[config.mk]
export PLATFORM = sky130hd
export DESIGN_NAME = od_line_receiver
export DESIGN_NICKNAME = d
export VERILOG_FILES = /design/src/rtl/od_bus_pkg.sv /design/src/rtl/od_sync_filter.sv /design/src/rtl/od_line_receiver.sv
export SDC_FILE = /design/constraint.sdc
export NUM_CORES = 1
export LEC_CHECK = 0
export CAP_MARGIN = 25
export CORE_ASPECT_RATIO = 1.2
export CORE_MARGIN = 3
export CORE_UTILIZATION = 45
export CTS_CLUSTER_SIZE = 12
export DETAILED_ROUTE_END_ITERATION = 8
export SLEW_MARGIN = 10
export SYNTH_ARGS = -nofsm -noshare
export SYNTH_HDL_FRONTEND = slang
export SYNTH_HIERARCHICAL = 1
export SYNTH_SLANG_ARGS = --single-unit
[constraint.sdc]
create_clock -name clk -period 3.7 [get_ports clk]
set_input_delay 0.74 -clock clk [delete_from_list [all_inputs] [get_ports clk]]
set_output_delay 0.74 -clock clk [all_outputs]
set_load 0.05 [all_outputs]
[src/rtl/od_bus_pkg.sv]
// Shared types and default timing for the single-wire open-drain bus.
// The transmitter block uses the same pulse-length constants.
package od_bus_pkg;

  typedef enum logic [2:0] {
    SYM_NONE,
    SYM_BIT0,
    SYM_BIT1,
    SYM_RESET,
    SYM_ILLEGAL
  } sym_e;

  typedef enum logic {
    IDLE,
    LOW
  } rx_state_e;

  localparam int DEF_W           = 8;
  localparam int DEF_SYNC_STAGES = 2;
  localparam int DEF_GLITCH      = 2;
  localparam int DEF_BIT1_MAX    = 15;
  localparam int DEF_BIT0_MAX    = 60;
  localparam int DEF_RST_MIN     = 480;
  localparam int DEF_CNT_W       = 16;

endpackage

[src/rtl/od_sync_filter.sv]
// Coerces the wired line (z/x read as 1), synchronises it and produces edge strobes.
// Edges are suppressed until a genuine high has been seen after reset.
module od_sync_filter #(
  parameter int SYNC_STAGES = 2
) (
  input  logic clk,
  input  logic rst_n,
  input  logic od_line,
  output logic line_s,
  output logic rise,
  output logic fall
);

  logic                   line_in;
  logic [SYNC_STAGES-1:0] sync;
  logic [SYNC_STAGES-1:0] fill;
  logic                   line_d;
  logic                   armed;

  assign line_in = (od_line !== 1'b0);

  // fill tracks which sync stages hold real samples rather than reset ones
  always_ff @(posedge clk or negedge rst_n) begin
    if (!rst_n) begin
      sync   <= '1;
      fill   <= '0;
      line_d <= 1'b1;
      armed  <= 1'b0;
    end else begin
      sync   <= {sync[SYNC_STAGES-2:0], line_in};
      fill   <= {fill[SYNC_STAGES-2:0], 1'b1};
      line_d <= line_s;
      armed  <= armed | (fill[SYNC_STAGES-1] & line_s);
    end
  end

  assign line_s = sync[SYNC_STAGES-1];
  assign rise   = armed & ~line_d & line_s;
  assign fall   = armed & line_d & ~line_s;

endmodule

[src/rtl/od_line_receiver.sv]
// Open-drain bus reader: times low pulses, decodes bit/reset symbols and
// assembles LSB-first words delivered over a valid/ready handshake.
module od_line_receiver
  import od_bus_pkg::*;
#(
  parameter int W           = DEF_W,
  parameter int SYNC_STAGES = DEF_SYNC_STAGES,
  parameter int GLITCH      = DEF_GLITCH,
  parameter int BIT1_MAX    = DEF_BIT1_MAX,
  parameter int BIT0_MAX    = DEF_BIT0_MAX,
  parameter int RST_MIN     = DEF_RST_MIN,
  parameter int CNT_W       = DEF_CNT_W
) (
  input  logic         clk,
  input  logic         rst_n,
  input  logic         od_line,
  output logic [W-1:0] data_o,
  output logic         valid_o,
  input  logic         ready_i,
  output logic         bus_reset_o,
  output logic         err_o
);

  localparam int BC_W = (W > 1) ? $clog2(W) : 1;

  rx_state_e          state, state_nx;
  logic [CNT_W-1:0]   cnt;
  logic [BC_W-1:0]    bit_cnt;
  logic [W-1:0]       shift_reg;
  logic [W-1:0]       word_nx;
  logic               line_s, rise, fall;
  logic               is_bit, complete, handshake;
  sym_e               sym;

  function automatic sym_e classify(input logic [CNT_W-1:0] c);
    if (c < CNT_W'(GLITCH))         return SYM_NONE;
    else if (c <= CNT_W'(BIT1_MAX)) return SYM_BIT1;
    else if (c <= CNT_W'(BIT0_MAX)) return SYM_BIT0;
    else if (c < CNT_W'(RST_MIN))   return SYM_ILLEGAL;
    else                            return SYM_RESET;
  endfunction

  od_sync_filter #(.SYNC_STAGES(SYNC_STAGES)) u_sync (
    .clk     (clk),
    .rst_n   (rst_n),
    .od_line (od_line),
    .line_s  (line_s),
    .rise    (rise),
    .fall    (fall)
  );

  always_ff @(posedge clk or negedge rst_n) begin
    if (!rst_n) state <= IDLE;
    else        state <= state_nx;
  end

  // Symbol is decoded in the same cycle the line returns high
  always_comb begin
    state_nx = state;
    sym      = SYM_NONE;
    case (state)
      IDLE: if (fall) state_nx = LOW;
      LOW: begin
        if (rise) begin
          state_nx = IDLE;
          sym      = classify(cnt);
        end
      end
      default: state_nx = IDLE;
    endcase
  end

  always_ff @(posedge clk or negedge rst_n) begin
    if (!rst_n) begin
      cnt <= '0;
    end else if (state == IDLE && fall) begin
      cnt <= CNT_W'(1);
    end else if (state == LOW && !line_s && cnt != '1) begin
      cnt <= cnt + 1'b1;
    end
  end

  always_comb begin
    word_nx          = shift_reg;
    word_nx[bit_cnt] = (sym == SYM_BIT1);
    is_bit           = (sym == SYM_BIT0) || (sym == SYM_BIT1);
    complete         = is_bit && (bit_cnt == BC_W'(W - 1));
    handshake        = valid_o & ready_i;
  end

  // A handshake in the same cycle frees the output register for the new word
  always_ff @(posedge clk or negedge rst_n) begin
    if (!rst_n) begin
      data_o      <= '0;
      valid_o     <= 1'b0;
      bus_reset_o <= 1'b0;
      err_o       <= 1'b0;
      bit_cnt     <= '0;
      shift_reg   <= '0;
    end else begin
      bus_reset_o <= (sym == SYM_RESET);
      if (handshake) valid_o <= 1'b0;
      case (sym)
        SYM_BIT0, SYM_BIT1: begin
          if (complete) begin
            bit_cnt   <= '0;
            shift_reg <= '0;
            if (!valid_o || handshake) begin
              data_o  <= word_nx;
              valid_o <= 1'b1;
            end else begin
              err_o <= 1'b1;
            end
          end else begin
            shift_reg <= word_nx;
            bit_cnt   <= bit_cnt + 1'b1;
          end
        end
        SYM_ILLEGAL: begin
          err_o     <= 1'b1;
          bit_cnt   <= '0;
          shift_reg <= '0;
        end
        SYM_RESET: begin
          err_o     <= 1'b0;
          bit_cnt   <= '0;
          shift_reg <= '0;
        end
        default: ;
      endcase
    end
  end

endmodule
==> impl_summary.txt <==
----------------------------------------------------
[Outcome]
  Run status ... completed

[Yosys]
  Synth warn ... 6
  Synthesized-area fraction occupied by ao, oa, aoi and oai cells ... 10.98%
  Cell type with the largest total area after synthesis ... sky130_fd_sc_hd__dfrtp_1
  Top-area cell type share of the netlist area ... a little under half
  Main combinational cell family by area after synthesis ... simple AND/OR/NAND/NOR gates
  Register area share after synthesis ... 49.32%
  Fraction of the mapped netlist area in adder cells ... 1.638%
  Cell with the most instances after synthesis ... sky130_fd_sc_hd__dfrtp_1
  Cell types with the largest area share after synthesis ... sky130_fd_sc_hd__dfrtp_1 (46%), sky130_fd_sc_hd__nand2_1 (4.6%), sky130_fd_sc_hd__xnor2_1 (4.2%), sky130_fd_sc_hd__dfstp_2 (3.4%), sky130_fd_sc_hd__nor2_1 (3.1%)
  Primary flip-flop cell chosen by synthesis mapping ... sky130_fd_sc_hd__dfrtp_1
  Post-synthesis share of cell area spent on and, or, nand and nor gates ... 26.00%
  Post-Synthesis Cell Area ... around 2300 um2
  Number of nets produced by synthesis ... 232
  Post-synthesis mux area share ... 5.243%
  Share of the synthesized netlist area taken by xor and xnor gates ... 4.205%
  Post-synthesis cell count ... 225
  Most frequent cells after synthesis ... sky130_fd_sc_hd__dfrtp_1 (42), sky130_fd_sc_hd__nand2_1 (28), sky130_fd_sc_hd__nor2_1 (19), sky130_fd_sc_hd__xnor2_1 (11), sky130_fd_sc_hd__nand3_1 (9)
  Count of different cell masters after synthesis ... 49
  Synthesized area per cell ... around 10 um2
  Flops & latches, synth ... 45
  Number of enable flip-flop cells after synthesis ... 0
  Share of flip-flops with an asynchronous set or reset ... 100.0%

[Place]
  GPL Wtd Cong ... 0.8834
  Half-perimeter wire length of the detailed placement result ... 3507 um
  Placed Cells ... 289
  Worst Setup Slack post-DPL ... 1.458 ns
  Quantity of I/O buffers inserted on ports ... 14

[Worst setup path]
  CP Cell Sequence ... nand4_1 > o21ai_1 > nor3_1 > nor3_2 > o221ai_1
  Worst flop-to-flop path startpoint ... cnt[2]
  Worst Setup Start Kind ... flip-flop
  CP Capture Type ... flip-flop
  Highest fanout seen on the critical path ... 9
  End point of the critical path ... shift_reg[7]
  Reg-to-reg setup timing slack ... 1.44 ns
  Critical-path top delay cell ... sky130_fd_sc_hd__nor3_2
  Worst Setup SP ... cnt[2]
  CP arrival ... 2.40 ns
  Reg2reg path depth ... 5
  Required time of the critical path ... 3.85 ns
  Reg-to-reg endpoint ... shift_reg[7]
  Crit-path max cell delay ... 0.55 ns
  Crit path kind ... reg -> reg

[Cells and area]
  Post-Layout Cell Count ... 298
  Area Overhead vs Synth ... 13.05%
  Share of post-route cells with drive strength above 1 ... approximately an eighth
  Combined flip-flop and latch cell area ... 1130 um2
  Largest register FFs ... 16
  Fill cell total of the finished layout ... 413
  Net total in the final layout ... 246
  Number of inserted diodes ... 0
  Area of the multi-input gates ... 1105 um2

[Power]
  Overall power ... 1215 uW
  Maximum vdd drop ... 0.2632 mV
  Reported leakage power ... 0.001135 uW
  Areal power density over the cells ... 469.0 nW/um2

[STA]
  Total negative slack ... 0 ns
  Final hold violation count ... 0
  Max frequency ... 0.4433 GHz
  Final critical path time including I/O delays and setup ... around 2.3 ns
  Worst hold-check slack ... 0.3573 ns
  Final number of setup-violating endpoints ... 0
  Max transition margin ... 42.26%
  Setup ws final ... 1.444 ns
  Slew Viols, Final ... 0
  Final period utilization ... 60.96%
  Final clock skew ... 0.01056 ns
  Worst-margin pin slew ... 0.8643 ns
  RSZ-0062 raised after global routing ... no

[Clocking]
  TritonCTS Buffers ... 5
  Post-CTS clock slew at the launch and capture registers of the worst setup and hold paths ... ~0.09 ns
  Number of gates given a new drive strength after cts ... 0
  H-tree Lvls ... 2
  Hold bufs inserted after CTS ... 0
  CTS tree ... built
  Root Driver ... sky130_fd_sc_hd__clkbuf_8
  Clock buffer depth ... 2
  Clock latency of the later-clocked register in the worst-skew pair ... 0.29 ns
  CTS sink cnt ... 45
  Setup Fix Bufs, Post-CTS ... 0

[GRT]
  Global router's overall resource usage ... 17.04%
  Initial antenna violation count ... 0
  Via count of the first global-routing pass ... around 1800
  Wire length of the first global-routing pass ... 8204 um
  Residual overflow from global routing ... 0
  Pin count of the biggest net entering global routing ... 46

[Die]
  Initial Utilization ... between 40% and 50%
  Floorplan Core Area ... 4763 um2
  Die Outline Area ... about 6000 um2
  FP Rows ... 27
  Horizontal die dimension ... 71.14 um
  Die boundary height ... 84.16 um
  I/O Pins ... 15

[Min path]
  Hold WC Path Type ... reg -> reg

[Drt]
  DRC ... 0
  Average wire per standard cell ... 15.94 um
  Vias per cell ... 5.872
  Violation count after the first detailed-route iteration ... between 100 and 150
  Wire length after detailed routing ... approximately 4800 um
  Total number of vias ... 1750
  First-pass DRT Iterations ... 4
  Antenna Violating Nets Remaining ... 0

[Job]
  Maxcap violations ... 0

----------------------------------------------------
==> critical path, delay by kind of cell, from the launching register on <==
family / cells / cell delay (ns)
and+or+nand+nor: 3 / 0.98
AOI/OAI and AO/OA: 2 / 0.59
DFF: 1 / 0.53
==> final cells by class <==
class | instances | area share, %
flip-flops and latches | 45 | 43.62
multi-input cells | 166 | 42.66
inverters | 5 | 0.7246
clock buffers | 7 | 3.333
well taps | 58 | 2.802
repair buffers | 16 | 6.570
clock inverters | 1 | 0.2899
==> routing by layer <==
metal	track usage, %	vias to the layer above	routed length, um
met5	0	-	0
met4	5.299	0	74
met3	3.353	9	163
met2	31.39	49	2604
met1	19.56	855	1908
li1	-	837	-
==> how the worst min path moves through the flow <==
stage	cells past startpoint	to	from	slack (ns)
2_1_floorplan	0	u_sync/fill[1]	u_sync/fill[0]	0.33
6_report	0	u_sync/fill[1]	u_sync/fill[0]	0.36
3_5_place_dp	0	u_sync/fill[1]	u_sync/fill[0]	0.34
5_1_grt	0	u_sync/sync[1]	u_sync/sync[0]	0.37
4_1_cts	0	u_sync/fill[1]	u_sync/fill[0]	0.36
3_3_place_gp	0	u_sync/fill[1]	u_sync/fill[0]	0.34
==> through the flow <==
stage	instance area, um2	util (%)
2_1_floorplan	2291	-
3_3_place_gp	2469	51.83
3_5_place_dp	2469	51.83
4_1_cts	2562	53.80
5_1_grt	2590	54.37
6_report	2590	54.37
==> layout by cell type (no fill, tap or decap), drive strengths merged, types with 2 or more instances in the layout <==
cell           instances
or2                    2
nand3                  9
nor4b                  2
mux2                   8
nor4                   5
o221ai                 8
nand2b                 3
and2                   2
nor2                  19
dfrtp                 42
inv                    5
nand2                 29
and3b                  2
nand3b                 4
buf                    3
clkbuf                 7
o21ai                 12
nor2b                  2
clkdlybuf4s50         13
mux2i                  3
dfstp                  3
nand4                  5
ha                     3
or4                    3
xnor2                 11
a21o                   2
o31ai                  7
or3                    4
nor3                  10
==> logic make-up after synthesis <==
kind of cell | count (synthesis)
AND/OR/NAND/NOR | 105
AO/OA/AOI/OAI | 35
XOR/XNOR | 11
flip-flops | 45
other | 1
adder cells (fa/ha/maj) | 3
multiplexers | 11
buffers and inverters | 14
==> where the power goes <==
part	switching [uW]	leakage (uW)	internal, uW
combinational	165	0.000533	108
clock	158	0.0000445	152
sequential	94.1	0.000557	537
total	418	0.00113	797
(Power assumes the default switching activity.)
